File: src/rtl/seg_pkg.sv
// Shared segment constants, the hex-to-segment table and the decode helper.
// Latency: none (definitions only).
// Backpressure: none.
package seg_pkg;

  // All segments and the decimal point dark, in active-low form {dp,g,f,e,d,c,b,a}.
  localparam logic [7:0] SEG_OFF = 8'hFF;

  // Active-low glyphs 0..F with the decimal point off.
  localparam logic [7:0] HEX_SEG [16] = '{
    8'hC0, 8'hF9, 8'hA4, 8'hB0, 8'h99, 8'h92, 8'h82, 8'hF8,
    8'h80, 8'h90, 8'h88, 8'h83, 8'hC6, 8'hA1, 8'h86, 8'h8E
  };

  // Glyph lookup plus decimal point; act_low=0 returns the active-high pattern.
  function automatic logic [7:0] seg_decode(input logic [3:0] nibble,
                                            input logic       dp,
                                            input logic       act_low);
    logic [7:0] pat;
    pat = HEX_SEG[nibble];
    if (dp) pat[7] = 1'b0;
    return act_low ? pat : ~pat;
  endfunction

endpackage

File: src/rtl/seg_hex_decoder.sv
// Nibble + decimal point to 8-bit segment pattern, with optional glyph blanking.
// Latency: combinational.
// Backpressure: none.
module seg_hex_decoder
  import seg_pkg::*;
#(
  parameter int ACT_LOW = 1
) (
  input  logic [3:0] nibble,
  input  logic       dp,
  input  logic       blank,
  output logic [7:0] seg
);

  logic [7:0] pat_low;

  // Build the active-low pattern, drop the glyph when blanked (dp kept), then fix polarity.
  always_comb begin
    pat_low = seg_decode(nibble, dp, 1'b1);
    if (blank) pat_low[6:0] = SEG_OFF[6:0];
    seg = (ACT_LOW != 0) ? pat_low : ~pat_low;
  end

endmodule

File: src/rtl/seg_scan_ctrl.sv
// Multiplexed seven-segment scanner with frame-synchronous update, LZ blanking and guard interval.
// Latency: o_sel/o_seg registered one cycle after div_cnt/cur_digit; new data shown from next frame.
// Backpressure: none; define SEG_SCAN_DIM_EN to add the brightness input and PWM dimming.
module seg_scan_ctrl
  import seg_pkg::*;
#(
  parameter int DIGITS      = 8,
  parameter int SCAN_DIV    = 100000,
  parameter int GUARD       = 2,
  parameter int SEG_ACT_LOW = 1,
  parameter int SEL_ACT_LOW = 1
) (
  input  logic                                         clk_in,
  input  logic                                         reset,
  input  logic                                         en,
`ifdef SEG_SCAN_DIM_EN
  input  logic [3:0]                                   brightness,
`endif
  input  logic                                         load,
  input  logic [4*DIGITS-1:0]                          data_in,
  input  logic [DIGITS-1:0]                            dp_in,
  input  logic                                         blank_lz,
  output logic [7:0]                                   o_seg,
  output logic [DIGITS-1:0]                            o_sel,
  output logic                                         frame_done,
  output logic [((DIGITS > 1) ? $clog2(DIGITS) : 1)-1:0] cur_digit
);

  localparam int CW = (DIGITS > 1) ? $clog2(DIGITS) : 1;
  localparam int DW = $clog2(SCAN_DIV);
  localparam logic [DW-1:0]     DIV_LAST = DW'(SCAN_DIV - 1);
  localparam logic [CW-1:0]     DIG_LAST = CW'(DIGITS - 1);
  localparam logic [7:0]        SEG_DARK = (SEG_ACT_LOW != 0) ? SEG_OFF : ~SEG_OFF;
  localparam logic [DIGITS-1:0] SEL_DARK = (SEL_ACT_LOW != 0) ? {DIGITS{1'b1}} : {DIGITS{1'b0}};

  logic [DW-1:0]       div_cnt;
  logic                slot_end, frame_end;
  logic [4*DIGITS-1:0] pend_data, act_data;
  logic [DIGITS-1:0]   pend_dp, act_dp;
  logic [DIGITS-1:0]   lz_mask, sel_hot;
  logic                zero_run;
  logic [3:0]          mux_nib;
  logic                mux_dp, mux_blank;
  logic [7:0]          dec_seg;
  logic                in_guard, pwm_on, lit;

  assign slot_end   = (div_cnt == DIV_LAST);
  assign frame_end  = slot_end && (cur_digit == DIG_LAST);
  assign frame_done = frame_end;

  // Slot divider and digit pointer; the pointer steps once per slot and wraps at the last digit.
  always_ff @(posedge clk_in) begin
    if (!reset) begin
      div_cnt   <= '0;
      cur_digit <= '0;
    end else if (slot_end) begin
      div_cnt   <= '0;
      cur_digit <= (cur_digit == DIG_LAST) ? '0 : cur_digit + CW'(1);
    end else begin
      div_cnt   <= div_cnt + DW'(1);
    end
  end

  // Pending captures every load; active only changes at the frame boundary (load there bypasses).
  always_ff @(posedge clk_in) begin
    if (!reset) begin
      pend_data <= '0;
      pend_dp   <= '0;
      act_data  <= '0;
      act_dp    <= '0;
    end else begin
      if (load) begin
        pend_data <= data_in;
        pend_dp   <= dp_in;
      end
      if (frame_end) begin
        act_data <= load ? data_in : pend_data;
        act_dp   <= load ? dp_in   : pend_dp;
      end
    end
  end

  // Digit i is a leading zero when it and every digit above it are zero; digit 0 never is.
  always_comb begin
    lz_mask  = '0;
    zero_run = 1'b1;
    for (int i = DIGITS - 1; i >= 1; i--) begin
      zero_run   = zero_run && (act_data[4*i +: 4] == 4'h0);
      lz_mask[i] = zero_run;
    end
  end

  // Select the scanned digit's nibble, dp and blanking, plus its one-hot select.
  always_comb begin
    mux_nib   = '0;
    mux_dp    = 1'b0;
    mux_blank = 1'b0;
    sel_hot   = '0;
    for (int i = 0; i < DIGITS; i++) begin
      if (cur_digit == CW'(i)) begin
        mux_nib    = act_data[4*i +: 4];
        mux_dp     = act_dp[i];
        mux_blank  = blank_lz && lz_mask[i];
        sel_hot[i] = 1'b1;
      end
    end
  end

  seg_hex_decoder #(.ACT_LOW(SEG_ACT_LOW)) u_dec (
    .nibble (mux_nib),
    .dp     (mux_dp),
    .blank  (mux_blank),
    .seg    (dec_seg)
  );

`ifdef SEG_SCAN_DIM_EN
  logic [3:0] pwm_cnt, bright_q;

  // Free-running PWM phase; brightness only changes at frame boundaries to avoid mid-frame steps.
  always_ff @(posedge clk_in) begin
    if (!reset) begin
      pwm_cnt  <= 4'd0;
      bright_q <= 4'd0;
    end else begin
      pwm_cnt <= pwm_cnt + 4'd1;
      if (frame_end) bright_q <= brightness;
    end
  end

  assign pwm_on = (pwm_cnt < bright_q);
`else
  assign pwm_on = 1'b1;
`endif

  assign in_guard = (int'(div_cnt) < GUARD);
  assign lit      = en && !in_guard && pwm_on;

  // Registered drive stage: everything dark in reset, guard, disable or PWM-off phases.
  always_ff @(posedge clk_in) begin
    if (!reset) begin
      o_sel <= SEL_DARK;
      o_seg <= SEG_DARK;
    end else if (lit) begin
      o_sel <= (SEL_ACT_LOW != 0) ? ~sel_hot : sel_hot;
      o_seg <= dec_seg;
    end else begin
      o_sel <= SEL_DARK;
      o_seg <= SEG_DARK;
    end
  end

endmodule

File: config.mk
export PLATFORM = sky130hd
export DESIGN_NAME = seg_scan_ctrl
export DESIGN_NICKNAME = d
export VERILOG_FILES = /design/src/rtl/seg_pkg.sv /design/src/rtl/seg_hex_decoder.sv /design/src/rtl/seg_scan_ctrl.sv
export SDC_FILE = /design/constraint.sdc
export NUM_CORES = 1
export LEC_CHECK = 0
export CORE_MARGIN = 1.5
export CORE_UTILIZATION = 50
export CTS_CLUSTER_DIAMETER = 150
export DETAILED_ROUTE_END_ITERATION = 7
export GPL_ROUTABILITY_DRIVEN = 0
export PLACE_DENSITY = 0.73
export SETUP_SLACK_MARGIN = 0.02
export SLEW_MARGIN = 20
export SYNTH_ARGS = -nofsm -noshare
export SYNTH_HDL_FRONTEND = slang
export SYNTH_SLANG_ARGS = --single-unit
File: constraint.sdc
create_clock -name clk_in -period 4.48 [get_ports clk_in]
set_input_delay 0.896 -clock clk_in [delete_from_list [all_inputs] [get_ports clk_in]]
set_output_delay 0.896 -clock clk_in [all_outputs]
set_load 0.005 [all_outputs]
==> impl_metrics.py <==
metrics = {
    "synthesis": {
        "yosys.area.top_type": "dfxtp_1",
        "syn-cell-area_mm2": 0.00500,
        "synth_area_leaders": "dfxtp_1 (46%), mux2_2 (8.6%), nor2_1 (5.3%)",
        "synth-async-reset-ratio_pct": 0,
        "ys_ff_latch": 116,
        "synth_cell_type_count": 56,
        "synth_flop_cell": "dfxtp_1",
        "synth_edf_count": 0,
        "ys_seq_area_share_pct": 46.5,
        "synth_top_cells_by_count": "dfxtp_1 (116), nor2_1 (71), nand2_1 (70), inv_1 (51), a21oi_1 (48)",
        "yosysMostFrequentCell": "dfxtp_1",
        "netlist_instances": 575,
        "synth_nets": 632,
        "avgSynthCellArea_um2": 8.69,
        "synth_top_cell_area_share_pct": 46.5,
        "ys_warn_count": 0,
    },
    "sta": {
        "fin_crit_sh_pct": 87.8,
        "final-setup-viol-count": 0,
        "slew_violations": 0,
        "final.setup.tns_ps": 0,
        "setup_ws_ps": 549,
        "final.min_clock_period_ps": 3930,
        "finClkSkew_ps": 6.80,
        "rsz0062_at_grt": "false",
        "hold_violations": 0,
        "worstMarginPinSlew_ps": 944,
        "slew_headroom_pct": 37.1,
        "fmax_ghz": 0.254,
    },
    "setup_path": {
        "reg2reg_to": "o_seg[0]$_SDFF_PP1_",
        "crit_path_end_kind": "output port",
        "startpoint_type": "register",
        "r2r_setup_slack_ps": 890,
        "path_max_fanout": 14,
        "critPathRequiredTime_ps": 3580,
        "reg2reg_depth": 11,
        "critical_path_class": "register to output port",
        "crit_arrival_ps": 3040,
        "timing.rr.start": "cur_digit[0]$_SDFFE_PN0N_",
    },
    "detailed_routing": {
        "wl_per_cell_um": 14.1,
        "avgViaCountPerCell": 5.20,
        "drt-total-wl_um": 11000,
        "postRouteAntennaNets": 0,
        "drtIter0Drc": 213,
        "drc_errors": 0,
        "dr.pass1.iters": 5,
        "num_vias": 4050,
    },
    "status": {
        "status": "complete, no violations",
    },
    "placement": {
        "hpwlAfterDp_um": 7260,
        "pre_cts_ws_ps": 961,
        "placed_cells": 747,
        "portBuffers": 64,
    },
    "die": {
        "start_util_pct": 51.4,
        "rows": 36,
        "die_y_um": 103,
        "core_area_mm2": 0.00973,
        "pin_count": 65,
        "die_w_um": 103,
        "fp.dieArea_mm2": 0.0106,
    },
    "clocking": {
        "clk_latency_ps": 510,
        "clkSinkCount": 116,
        "clk_pin_slew_ps": 50,
        "cts_tree": "yes",
        "cts_setup_buffers": 0,
        "cts_resized": 0,
        "clock_path_buffers": 2,
        "hold_buffers": 0,
        "cts_made_buffers": 17,
        "cts_root_buf": "clkbuf_8",
        "cts_max_level": 4,
    },
    "layout": {
        "post-route-util_pct": 65.0,
        "n_antenna_cell": 0,
        "area_delta_synth_final_pct": 26.6,
        "drive_above_1_share_pct": 12.5,
        "instances_no_fill": 779,
        "fin_nets": 690,
    },
    "power_and_ir_drop": {
        "powerDensity_mw_per_mm2": 407,
        "totalPowerFinal_mw": 2.58,
        "total_leakage_power_nw": 2.68,
        "ir_drop_uv": 253,
    },
    "hold_path": {
        "hold_start": "div_cnt[0]$_SDFF_PP0_",
        "whs_endpoint": "div_cnt[0]$_SDFF_PP0_",
        "min_delay_path_depth": 1,
        "hp-class": "register to register",
    },
    "global_route": {
        "first_global_vias": 3863,
        "antenna_found_initial": 0,
        "grt_pass1_wl_um": 17900,
        "grt_overflow": 0,
        "grtUsageTotal_pct": 22.0,
        "grt_max_degree": 43,
    },
    "job": {
        "maxCapViolCount": 0,
    },
}
## sequential cells by signal, indices dropped and copies added (netlist names)
name	count
div_cnt	17
pend_data	32
act_dp	8
cur_digit	3
pend_dp	8
o_seg	8
o_sel	8
act_data	32
## final cells by class
class                      instances  area (µm²)
tap                              133         166
multi-input combinational        378        2360
timing repair buffer              68         666
inverter                          52         195
fill                             807        3410
clock inverter                     8         121
sequential                       116        2320
clock buffer                      24         490
## metrics by stage
stage          instance area, µm²  hold WS (ps)
3_5_place_dp                 5710           457
2_1_floorplan                5000           430
4_1_cts                      6320           470
6_report                     6320           470
3_3_place_gp                 5710           446
5_1_grt                      6320           514
## placed cells by master, fill, tap and decap left out, types with 4 or more instances in the layout
cell type | Yosys | layout
nor4_1 | 8 | 8
ha_1 | 12 | 12
clkbuf_16 | 0 | 16
o21ai_0 | 11 | 11
o211ai_1 | 5 | 5
nand3_1 | 16 | 16
clkbuf_8 | 0 | 6
dfxtp_1 | 116 | 116
nor3_1 | 11 | 11
xor2_1 | 8 | 8
clkdlybuf4s50_1 | 0 | 63
mux2_2 | 38 | 38
or3_1 | 4 | 4
buf_4 | 1 | 4
inv_1 | 51 | 51
xnor2_1 | 6 | 6
nor2b_1 | 5 | 5
and2_1 | 5 | 5
nor2_1 | 71 | 71
mux2i_1 | 9 | 9
and3_1 | 6 | 6
a21oi_1 | 48 | 48
nand2_1 | 70 | 70
## worst max path at each step
stage                                         start                   to  slack [ps]  cells past startpoint
after global routing      cur_digit[0]$_SDFFE_PN0N_           frame_done         310                      5
final                     cur_digit[0]$_SDFFE_PN0N_           frame_done         550                      5
after detailed placement  cur_digit[0]$_SDFFE_PN0N_  o_seg[0]$_SDFF_PP1_         960                     11
after CTS                 cur_digit[0]$_SDFFE_PN0N_           frame_done         540                      5
after global placement    cur_digit[0]$_SDFFE_PN0N_  o_seg[0]$_SDFF_PP1_        1140                     11
after floorplan           cur_digit[2]$_SDFFE_PN0N_  o_seg[3]$_SDFF_PP1_        1530                     12
## report_power, final
| part | switching, mW | internal (mW) |
|---|---|---|
| combinational | 0.0595 | 0.0811 |
| sequential | 0.00853 | 1.06 |
| clock | 0.446 | 0.919 |
| total | 0.514 | 2.06 |
## worst max-delay path: stages (launching register included)
cell and delay (ps):
dfxtp_1 420, ha_1 210, ha_1 520, clkinv_1 450, nor4_4 390, clkdlybuf4s50_1 540
## cells by family (layout without fill, tap and decap cells)
kind of cell	count (synthesis)	after routing	synth area share, %
AOI/OAI and AO/OA	95	95	12.3
xor gates and xnor gates	14	14	2.45
adders and majority gates	12	12	3.01
buffers and inverters	81	152	6.49
DFF	116	116	46.5
muxes	47	47	10.4
and+or+nand+nor	210	210	18.9
## metal layers
layer,global-route usage (%),up-vias,routed length (µm)
li1,-,2057,-
met5,0,-,0
met1,27.0,1853,4930
met4,7.69,0,129
met2,37.2,127,5270
met3,6.17,13,661
Note: power is estimated with default switching activity, not from simulation.
